**src/rtl/serial_adder_pkg.sv**
```systemverilog
// Shared types for the bit-serial adder: FSM state encoding and its width.
package serial_adder_pkg;

  localparam int STATE_W = 2;

  typedef enum logic [STATE_W-1:0] {
    IDLE = 2'b00,
    RUN  = 2'b01,
    DONE = 2'b10
  } state_t;

endpackage

```
**src/rtl/serial_adder_full_adder_cell.sv**
```systemverilog
// One-bit full adder built from two half adders; the only arithmetic cell
// in the serial adder datapath.
module halfadder (
  input  logic a,
  input  logic b,
  output logic sum,
  output logic carry
);
  assign sum   = a ^ b;
  assign carry = a & b;
endmodule

module full_adder_cell (
  input  logic a,
  input  logic b,
  input  logic c_in,
  output logic sum,
  output logic c_out
);
  logic w_s0;
  logic w_c0;
  logic w_c1;

  halfadder u_ha0 (.a(a),    .b(b),    .sum(w_s0), .carry(w_c0));
  halfadder u_ha1 (.a(w_s0), .b(c_in), .sum(sum),  .carry(w_c1));

  assign c_out = w_c0 | w_c1;
endmodule

```
**src/rtl/serial_adder.sv**
```systemverilog
// Bit-serial adder/subtractor: one full-adder cell, LSB first, registered carry,
// start/ready/done handshake with sum, carry-out and signed overflow.
module serial_adder
  import serial_adder_pkg::*;
#(
  parameter int WIDTH = 8
) (
  input  logic             clk,
  input  logic             rst_n,
  input  logic             start,
  input  logic             sub,
  input  logic [WIDTH-1:0] a,
  input  logic [WIDTH-1:0] b,
  output logic             ready,
  output logic             busy,
  output logic             done,
  output logic [WIDTH-1:0] sum,
  output logic             c_out,
  output logic             ovf
);
  localparam int CNT_W = $clog2(WIDTH);

  state_t             r_state;
  state_t             w_state_next;
  logic [WIDTH-1:0]   r_a_sh;
  logic [WIDTH-1:0]   r_b_sh;
  // Holds the WIDTH-1 result bits produced so far; the last bit goes straight to sum.
  logic [WIDTH-2:0]   r_res_sh;
  logic [WIDTH-2:0]   w_res_next;
  logic               r_carry;
  logic [CNT_W-1:0]   r_cnt;
  logic [WIDTH-1:0]   r_sum;
  logic               r_c_out;
  logic               r_ovf;
  logic               w_fa_sum;
  logic               w_fa_cout;
  logic               w_last;

  full_adder_cell u_fa (
    .a     (r_a_sh[0]),
    .b     (r_b_sh[0]),
    .c_in  (r_carry),
    .sum   (w_fa_sum),
    .c_out (w_fa_cout)
  );

  assign w_last = (r_cnt == CNT_W'(WIDTH - 1));

  always_comb begin
    w_res_next            = r_res_sh >> 1;
    w_res_next[WIDTH-2]   = w_fa_sum;
  end

  always_ff @(posedge clk or negedge rst_n) begin
    if (!rst_n) r_state <= IDLE;
    else        r_state <= w_state_next;
  end

  always_comb begin
    w_state_next = r_state;
    case (r_state)
      IDLE:    if (start) w_state_next = RUN;
      RUN:     if (w_last) w_state_next = DONE;
      DONE:    w_state_next = IDLE;
      default: w_state_next = IDLE;
    endcase
  end

  always_comb begin
    ready = (r_state == IDLE);
    busy  = (r_state == RUN);
    done  = (r_state == DONE);
  end

  always_ff @(posedge clk or negedge rst_n) begin
    if (!rst_n) begin
      r_a_sh   <= '0;
      r_b_sh   <= '0;
      r_res_sh <= '0;
      r_carry  <= 1'b0;
      r_cnt    <= '0;
      r_sum    <= '0;
      r_c_out  <= 1'b0;
      r_ovf    <= 1'b0;
    end else begin
      case (r_state)
        IDLE: begin
          if (start) begin
            // Subtraction as a + ~b + 1: invert b and seed the carry with 1.
            r_a_sh   <= a;
            r_b_sh   <= sub ? ~b : b;
            r_carry  <= sub;
            r_res_sh <= '0;
            r_cnt    <= '0;
          end
        end
        RUN: begin
          r_a_sh   <= r_a_sh >> 1;
          r_b_sh   <= r_b_sh >> 1;
          r_res_sh <= w_res_next;
          r_carry  <= w_fa_cout;
          r_cnt    <= r_cnt + CNT_W'(1);
          if (w_last) begin
            r_sum   <= {w_fa_sum, r_res_sh};
            r_c_out <= w_fa_cout;
            // r_carry here is the carry into the MSB.
            r_ovf   <= r_carry ^ w_fa_cout;
          end
        end
        default: ;
      endcase
    end
  end

  assign sum   = r_sum;
  assign c_out = r_c_out;
  assign ovf   = r_ovf;
endmodule
```
**config.mk**
```make
export PLATFORM = sky130hd
export DESIGN_NAME = serial_adder
export DESIGN_NICKNAME = d
export VERILOG_FILES = /design/src/rtl/serial_adder_pkg.sv /design/src/rtl/serial_adder_full_adder_cell.sv /design/src/rtl/serial_adder.sv
export SDC_FILE = /design/constraint.sdc
export NUM_CORES = 1
export LEC_CHECK = 0
export ABC_AREA = 0
export ABC_CLOCK_PERIOD_IN_PS = 2100
export BUFFER_PORTS_ARGS = -buffer_cell sky130_fd_sc_hd__clkbuf_2
export CORE_UTILIZATION = 37
export DETAILED_ROUTE_END_ITERATION = 7
export GPL_ROUTABILITY_DRIVEN = 0
export HOLD_SLACK_MARGIN = 0.1
export PLACE_DENSITY_LB_ADDON = 0.12
export SETUP_SLACK_MARGIN = 0.3
export SYNTH_ARGS = -nofsm -noshare
export SYNTH_HDL_FRONTEND = slang
export SYNTH_SLANG_ARGS = --single-unit
```
**constraint.sdc**
```tcl
create_clock -name clk -period 2.1 [get_ports clk]
set_input_delay 0.21 -clock clk [delete_from_list [all_inputs] [get_ports clk]]
set_output_delay 0.21 -clock clk [all_outputs]
set_load 0.03 [all_outputs]
```
==> impl_metrics.toml, run 1 <==
[floorplanning]
fp.dieH_um = 72.1
ioPinCount = 33
initial_utilization_pct = 38.5
die_area_um2 = 5190
num_rows = 25
dieWidth_um = 72.1
core-area_um2 = 4720

[drt]
dr.pass1.iters = 4
vias_per_cell = 5.11
first_iter_violations = 83
wl_per_cell_um = 14.0
vias = 1329
route.detailed.drc = 0
totalWireLength_um = 3650
antenna_left = 0

[power_and_ir_drop]
vdd_drop_max_mv = 0.505
pwr_density_cell_nw_per_um2 = 1450
p_leak_nw = 1.05
totalPowerFinal_mw = 3.16

[critical_path]
crit_slowest_cell = "dfrtp_2"
critPathMaxStageDelay_ps = 560
end_kind = "output pin"
critPathArrivalTime_ps = 1410
path_max_fanout = 17
worstPathCellList = "buf_4, nor2b_1, clkbuf_2"
critPathKind = "reg -> out"
r2r_cells = 2
cp-start-kind = "flip-flop"
critical_path_required_ps = 1890

[min_path]
min_path_type = "in -> reg"
holdPathStages = 3

[global_route]
grt_pass1_wl_um = 6510
grt_remaining_overflow = 0
groute.usage.overall_pct = 16.1
grt_pass1_vias = 1381
grt_antenna_before_repair = 0
grt_max_degree = 23

[synth]
synth-edff-count = 0
synth.most_common_cell = "dfrtp_1"
seq_area_frac_synth_pct = 53.7
synth_flop_cell = "dfrtp_1"
synth_top_area_share_pct = 53.7
ys_ff_latch = 39
yosys_warnings = 0
synth_cells = 158
synthDistinctLibCells = 25
async_flop_share_pct = 100
synth_top_area_cell = "dfrtp_1"
synth_compound_gate_area_share_pct = 18.9
synth_area_leaders = "dfrtp_1, a22oi_1, a22o_1, mux2_1, nor2b_1"
synth_commonest_cells = "dfrtp_1, a22oi_1, nor2b_1"
mappedNetlistNets = 181
synthAdderAreaFrac_pct = 2.48
syn-cell-area_um2 = 1820
synth_xor_area_share_pct = 4.34
synthSimpleGateAreaFrac_pct = 9.64
synth_top_family_by_area = "compound AO/OA/AOI/OAI gates"
synthMuxAreaShare_pct = 6.75
avgSynthCellArea_um2 = 11.5

[flow_run]
max-cap-violations = 0

[cells_and_area]
drive_gt1_share_pct = 26.4
stdcell_count = 260
area_growth_pct = 20.1
antenna_cells = 0
finalInstanceArea_um2 = 2180
post-route-util_pct = 46.2
fillCellCount = 466
nets = 215

[sta]
fin_crit_ps = 1620
hold_viol = 0
setup_tns_ps = 0
skew_ps = 4.01
hold_slack_ps = 190
worst_slew_pin_slew_ps = 802
rsz0062_at_grt = "no"
setup_violations = 0
fin_crit_sh_pct = 77.2
fmax_mhz = 617
max-slew-margin-rel_pct = 46.4
drv_slew = 0
setup_ws_ps = 479

[clocking]
cts_root_buffer = "clkbuf_8"
cts.sinks = 39
cts-buffers-inserted = 5
clkLatencyLatePin_ps = 280
post_cts_buffers = 0
cts_tree = "yes"
clock_path_buffers = 2
path_clk_slew_ps = 70
cts_max_level = 2

[status]
status = "finished, final reports clean"

[placement]
numPlacedInstances = 251
numPortBuffers = 32
postPlaceCellArea_um2 = 2040
hpwl_um = 2580
dp_slack_ps = 536
-- layer usage --
| layer | track usage [%] | vias to the layer above | routed length, um |
|---|---|---|---|
| met5 | 0 | - | 0 |
| met4 | 5.23 | 0 | 38 |
| met3 | 4.31 | 4 | 165 |
| met2 | 25.6 | 39 | 1720 |
| met1 | 21.4 | 659 | 1730 |
| li1 | - | 627 | - |
-- what timing repair did --
action | 4_1_cts | 5_1_grt
hold buffers | 1 | 0
setup endpoints to repair | 1 | 0
resized for setup | 1 | 0
hold endpoints to repair | 17 | 0
-- power breakdown --
| group | leakage, nW | total [mW] | switching [mW] | internal (mW) |
|---|---|---|---|---|
| Sequential | 0.506 | 1.30 | 0.247 | 1.06 |
| Clock | 0.0654 | 0.733 | 0.258 | 0.475 |
| Combinational | 0.483 | 1.13 | 0.632 | 0.496 |
-- layout make-up --
cell class | instances | area [um2] | area share [%]
well taps | 67 | 83.8 | 3.84
clock inverters | 2 | 60.1 | 2.75
multi-input cells | 105 | 766 | 35.1
flip-flops and latches | 39 | 977 | 44.8
clock buffers | 6 | 72.6 | 3.33
repair buffers | 39 | 215 | 9.86
inverters | 2 | 7.51 | 0.344
-- cell usage in the layout (no fill, tap or decap), types with 2 or more instances in the layout --
cell type	Yosys	layout
a21oi_1	11	11
a22o_1	9	9
a22oi_1	19	19
buf_4	1	6
bufinv_16	0	2
clkbuf_2	0	32
clkbuf_8	0	5
dfrtp_1	39	38
ha_1	2	2
inv_1	2	2
mux2_1	7	7
mux2_2	3	3
nand2_1	11	11
nor2_1	3	3
nor2b_1	12	12
nor3b_1	2	2
o21ai_0	4	4
o21ai_1	8	8
xor2_1	8	8
-- final timing paths --
check | from | to | slack [ps]
max | r_state[1]$_DFFE_PN0P_ | done | 480
min | a[4] | r_a_sh[4]$_DFFE_PN0P_ | 190
max reg2reg | r_state[0]$_DFFE_PN0P_ | r_cnt[0]$_DFFE_PN0P_ | 530
min reg2reg | sum[2]$_DFFE_PN0P_ | sum[2]$_DFFE_PN0P_ | 490
max in group asynchronous | rst_n | r_state[1]$_DFFE_PN0P_ | 1030
min in group asynchronous | rst_n | sum[0]$_DFFE_PN0P_ | 390
-- sequential cells by signal (all words and copies together), names as in the netlist --
| register | count |
|---|---|
| r_a_sh | 8 |
| r_b_sh | 8 |
| sum | 8 |
| r_res_sh | 7 |
| r_cnt | 3 |
| r_state | 2 |
| c_out | 1 |
| ovf | 1 |
| r_carry | 1 |
-- logic make-up (layout without fill, tap and decap cells) --
group,count (synthesis),count (layout)
AO/OA/AOI/OAI,52,52
XOR/XNOR,9,9
adder cells (fa/ha/maj),3,3
buffers and inverters,14,49
flip-flops,39,39
multiplexers,11,11
AND/OR/NAND/NOR,30,30
-- worst max-delay path: cells and delay by family, from the launching register on --
family | cells | cell delay [ps]
DFF | 1 | 560
buffers and inverters | 2 | 430
and+or+nand+nor | 1 | 140
No activity file was read; power rests on OpenSTA's default activity.
==> run 2, diff against run 1 <==
ABC_CLOCK_PERIOD_IN_PS = 1400   (was 2100)
clock period = 1.4 ns   (was 2.1 ns; I/O delays follow)
==> run 2 against run 1 <==
  * Largest power group is now combinational cells
  * Sequential power grew 55%
  * Global-route usage grew 2.8 points
  * Total power grew 78%
  * First-iteration DRC count grew 9.6%
  * Core utilization grew 12 points
==> impl_metrics.toml, run 2 (synthesis results as in run 1) <==
[power_and_ir_drop]
pwr_density_cell_nw_per_um2 = 2060
p_leak_nw = 1.29
vdd_drop_max_mv = 1.02
p_seq_share_pct = 35.7
p_switching_mw = 2.13
combinationalPowerShare_pct = 50.7
p_sw_share_pct = 37.8
internal_power_mw = 3.50
clock_power_share_pct = 13.7

[global_route]
grt_pass1_wl_um = 7400
grt_antenna_before_repair = 0
grt_remaining_overflow = 0
groute.usage.overall_pct = 18.9
grt_pass1_vias = 1507
grt_max_degree = 22

[placement]
postPlaceCellArea_um2 = 2150
hpwl_um = 2560
numPortBuffers = 32
numPlacedInstances = 257

[critical_path]
reg2reg_slack_ps = 80
reg2reg_from = "r_cnt[1]$_DFFE_PN0P_"
rr_endpoint = "c_out$_DFFE_PN0P_"
crit_slowest_cell = "dfrtp_1"
r2r_cells = 4
path_max_fanout = 5
critical_path_required_ps = 1590
critPathMaxStageDelay_ps = 390
critPathKind = "reg -> reg"
critPathArrivalTime_ps = 1510
worstPathCellList = "ha_2, ha_4, nand3b_4, mux2_4"
cp-start-kind = "flip-flop"
end_kind = "flip-flop"

[cells_and_area]
multiInputGateArea_um2 = 1010
regArea_um2 = 978
final_cell_mix = "dfrtp_1, clkbuf_2, a22oi_2, buf_4, buf_6"
nets = 242
post-route-util_pct = 57.8
drive_gt1_share_pct = 55.9
finalInstanceArea_um2 = 2730
antenna_cells = 0
stdcell_count = 287
layout_commonest_cell = "dfrtp_1"
area_growth_pct = 50.2
fillCellCount = 394

[floorplanning]
num_rows = 25
die_area_um2 = 5190
core-area_um2 = 4720
dieWidth_um = 72.1
initial_utilization_pct = 38.5
fp.dieH_um = 72.1
ioPinCount = 33

[flow_run]
max-cap-violations = 0

[sta]
fin_crit_ps = 1320
drv_slew = 0
rsz0062_at_grt = "yes"
worst_slew_pin_slew_ps = 488
setup_violations = 0
hold_viol = 0
fin_crit_sh_pct = 94.6
fmax_mhz = 755
max-slew-margin-rel_pct = 67.5
skew_ps = 1.56

[min_path]
min_path_type = "in -> reg"
min_to = "r_a_sh[4]$_DFFE_PN0P_"
hp-start = "a[4]"
holdPathStages = 3

[drt]
first_iter_violations = 91
route.detailed.drc = 0
vias = 1449
totalWireLength_um = 4380
antenna_left = 0
vias_per_cell = 5.05
dr.pass1.iters = 6
wl_per_cell_um = 15.3

[clocking]
cts_tree = "yes"
clock_path_buffers = 2
clkLatencyLatePin_ps = 300
path_clk_slew_ps = 80
cts-buffers-inserted = 5
cts_max_level = 2
cts_root_buffer = "clkbuf_8"
cts.sinks = 39

[status]
status = "finished, final reports clean"
## run 2: changes by cell type in the layout (fill, tap and decap cells not counted), sizes merged
cell	delta
buf	+28
bufbuf	+1
bufinv	-2
clkbuf	-4
clkinv	+1
clkinvlp	+2
nand3b	+1
## run 2: metal layers
| layer | GRT usage [%] | routed length, um |
|---|---|---|
| met5 | 0 | 0 |
| met4 | 8.71 | 74 |
| met3 | 3.75 | 153 |
| met2 | 30.3 | 2150 |
| met1 | 24.6 | 2000 |
## run 2: worst max-delay path by stage
stage | end | cells after the start | slack [ps] | startpoint
detailed placement | sum[1]$_DFFE_PN0P_ | 4 | -4 | r_cnt[1]$_DFFE_PN0P_
finish | c_out$_DFFE_PN0P_ | 4 | 80 | r_cnt[1]$_DFFE_PN0P_
global route | sum[0]$_DFFE_PN0P_ | 4 | 30 | r_cnt[1]$_DFFE_PN0P_
global placement | sum[0]$_DFFE_PN0P_ | 4 | 30 | r_cnt[1]$_DFFE_PN0P_
floorplan | c_out$_DFFE_PN0P_ | 5 | 50 | r_cnt[1]$_DFFE_PN0P_
CTS | sum[1]$_DFFE_PN0P_ | 4 | 60 | r_cnt[0]$_DFFE_PN0P_
## run 2: power groups by stage
stage	combinational, mW	sequential, mW	clock (mW)
after global placement	1.91	1.94	0
after CTS	2.68	1.97	0.778
after global routing	3.08	2.06	0.838
after detailed placement	1.96	1.96	0
final	2.85	2.01	0.769
after floorplan	1.30	2.10	0
## run 2: repair_timing
| item | CTS | global route |
|---|---|---|
| gates resized for setup | 56 | 22 |
| endpoints found under the hold margin | 18 | 0 |
| hold buffers | 1 | 0 |
| gates cloned | 4 | 0 |
| setup buffers | 13 | 4 |
| pin swaps | 6 | 13 |
| setup endpoints to repair | 41 | 42 |
## run 2: worst max-delay path: cells and delay by family (launching register included)
| family | cells | cell delay (ps) |
|---|---|---|
| DFF | 1 | 390 |
| muxes | 1 | 310 |
| and+or+nand+nor | 1 | 130 |
| adders and majority gates | 2 | 380 |
## run 2: cell type report
class                   instances  share of cell area [%]
well taps                      67                    3.07
clock buffers                   5                    2.52
inverters                       2                   0.275
multi-input cells             106                    37.0
repair buffers                 65                    20.5
clock inverters                 3                   0.734
flip-flops and latches         39                    35.9
## run 2: metrics by stage
step / power, mW / worst slack [ps] / hold slack [ps] / TNS, ps
after global routing: 5.98 / 34.8 / 121 / 0
after CTS: 5.43 / 58.6 / 108 / 0
after detailed placement: 3.92 / -3.60 / 123 / -4.40
final: 5.63 / 75.1 / 104 / 0
after global placement: 3.85 / 29.8 / 121 / 0
after floorplan: 3.41 / 54.4 / -156 / 0
==> run 3, diff against run 2 <==
CORE_ASPECT_RATIO = 2   (was default)
==> run 3 against run 2 <==
  * Design area down 2.3%
  * Worst hold slack better by 3.8 ps
  * Critical path depth unchanged
  * Sequential cell count unchanged
  * Combinational power down 5%
  * Sequential power down 4%
  * Via count down 1.2%
  * Worst setup slack worse by 30 ps
  * Register-to-register slack worse by 20 ps
  * Total power down 3.6%
  * Maximum frequency down 2.2%
  * Largest cell class unchanged
  * Clock power up 2.7%
==> impl_metrics.toml, run 3 (synthesis results as in run 1) <==
[status]
status = "finished, final reports clean"

[clocking]
clock_path_buffers = 2
cts.sinks = 39
clkLatencyLatePin_ps = 290
cts-buffers-inserted = 5
cts_tree = "yes"
cts_root_buffer = "clkbuf_8"
cts_max_level = 2
path_clk_slew_ps = 70

[placement]
dp_slack_ps = -36.1
hpwl_um = 2720
numPortBuffers = 32
postPlaceCellArea_um2 = 2150

[sta]
hold_viol = 0
rsz0062_at_grt = "yes"
worst_slew_pin_slew_ps = 491
fmax_mhz = 738
skew_ps = 4.74
drv_slew = 0
setup_ws_ps = 45.3
max-slew-margin-rel_pct = 67.2
setup_violations = 0
fin_crit_ps = 1350
fin_crit_sh_pct = 96.8

[drt]
vias_per_cell = 5.25
wl_per_cell_um = 16.3
first_iter_violations = 52
dr.pass1.iters = 4
route.detailed.drc = 0
antenna_left = 0
vias = 1432
totalWireLength_um = 4440

[critical_path]
end_kind = "output pin"
critical_path_required_ps = 1260
path_max_fanout = 7
reg2reg_from = "r_cnt[1]$_DFFE_PN0P_"
cp-start-kind = "flip-flop"
rr_endpoint = "sum[0]$_DFFE_PN0P_"
r2r_cells = 4
critPathKind = "reg -> out"
reg2reg_slack_ps = 60
critPathArrivalTime_ps = 1210

[floorplanning]
fp.dieH_um = 101
die_area_um2 = 5210
num_rows = 35
initial_utilization_pct = 39.1
ioPinCount = 33
dieWidth_um = 51.6
core-area_um2 = 4640

[cells_and_area]
antenna_cells = 0
final_cell_mix = "dfrtp_1, clkbuf_2, buf_4, a22oi_1"
fillCellCount = 412
nets = 241
regArea_um2 = 978
multiInputGateArea_um2 = 986
drive_gt1_share_pct = 53.2
area_growth_pct = 46.7
layout_commonest_cell = "dfrtp_1"
finalInstanceArea_um2 = 2670

[global_route]
grt_remaining_overflow = 0
grt_max_degree = 40
groute.usage.overall_pct = 18.9
grt_pass1_wl_um = 7240
grt_antenna_before_repair = 0
grt_pass1_vias = 1518

[power_and_ir_drop]
pwr_density_cell_nw_per_um2 = 2030
p_seq_share_pct = 35.6
p_switching_mw = 2.01
internal_power_mw = 3.41
combinationalPowerShare_pct = 49.8
p_leak_nw = 1.28
vdd_drop_max_mv = 1.21
p_sw_share_pct = 37.1
clock_power_share_pct = 14.6

[min_path]
min_path_type = "in -> reg"
holdPathStages = 3
min_to = "r_a_sh[6]$_DFFE_PN0P_"
hp-start = "a[6]"

[flow_run]
max-cap-violations = 0
-- run 3: how the worst max path moves through the flow --
stage / start / to / slack (ps) / depth (start not counted)
2_1_floorplan: r_cnt[1]$_DFFE_PN0P_ / c_out$_DFFE_PN0P_ / 50 / 5
3_3_place_gp: r_cnt[1]$_DFFE_PN0P_ / sum[0]$_DFFE_PN0P_ / 10 / 4
3_5_place_dp: r_cnt[0]$_DFFE_PN0P_ / sum[0]$_DFFE_PN0P_ / -40 / 4
4_1_cts: r_state[0]$_DFFE_PN0P_ / done / 30 / 4
5_1_grt: r_cnt[1]$_DFFE_PN0P_ / sum[0]$_DFFE_PN0P_ / 7 / 4
6_report: r_state[0]$_DFFE_PN0P_ / done / 50 / 4
-- run 3: worst max-delay path, stage by stage (launching register included) --
cell	delay [ps]
dfrtp_2	430
buf_6	120
buf_12	130
nor2b_4	110
buf_8	120
-- run 3: layout make-up --
class / count / share of cell area [%]
clock buffers: 6 / 3.10
multi-input cells: 106 / 37.0
repair buffers: 64 / 20.1
flip-flops and latches: 39 / 36.7
well taps: 55 / 2.58
clock inverters: 1 / 0.188
inverters: 2 / 0.282
-- run 3: power by group through the flow --
stage	Clock, mW	Combinational [mW]	Sequential, mW
after global placement	0	1.94	1.94
after global routing	0.852	2.91	1.99
after detailed placement	0	2.00	1.97
after CTS	0.806	2.63	1.93
after floorplan	0	1.30	2.10
final	0.790	2.70	1.93
-- run 3: metal layers --
metal | wire, um | GRT usage (%) | vias to the layer above
li1 | - | - | 687
met1 | 1810 | 21.5 | 715
met2 | 2480 | 34.0 | 25
met3 | 95 | 3.62 | 5
met4 | 65 | 6.86 | 0
met5 | 0 | 0 | -
-- run 3: metrics by stage --
step | setup TNS [ps] | power, mW | utilization [%] | hold slack [ps] | cells
floorplan | 0 | 3.41 | - | -156 | 158
global placement | 0 | 3.88 | 46.3 | 216 | 245
detailed placement | -55.9 | 3.97 | 46.3 | 224 | 245
CTS | 0 | 5.37 | 56.2 | 109 | 273
global route | 0 | 5.75 | 57.4 | 129 | 273
finish | 0 | 5.42 | 57.4 | 108 | 273
-- run 3: repair_timing --
action,in CTS,in global routing
pin swaps,20,16
buffers inserted,18,0
cloned,2,0
setup endpoints to repair,41,42
hold buffers,1,0
gates resized for setup,44,16
hold endpoints to repair,39,0
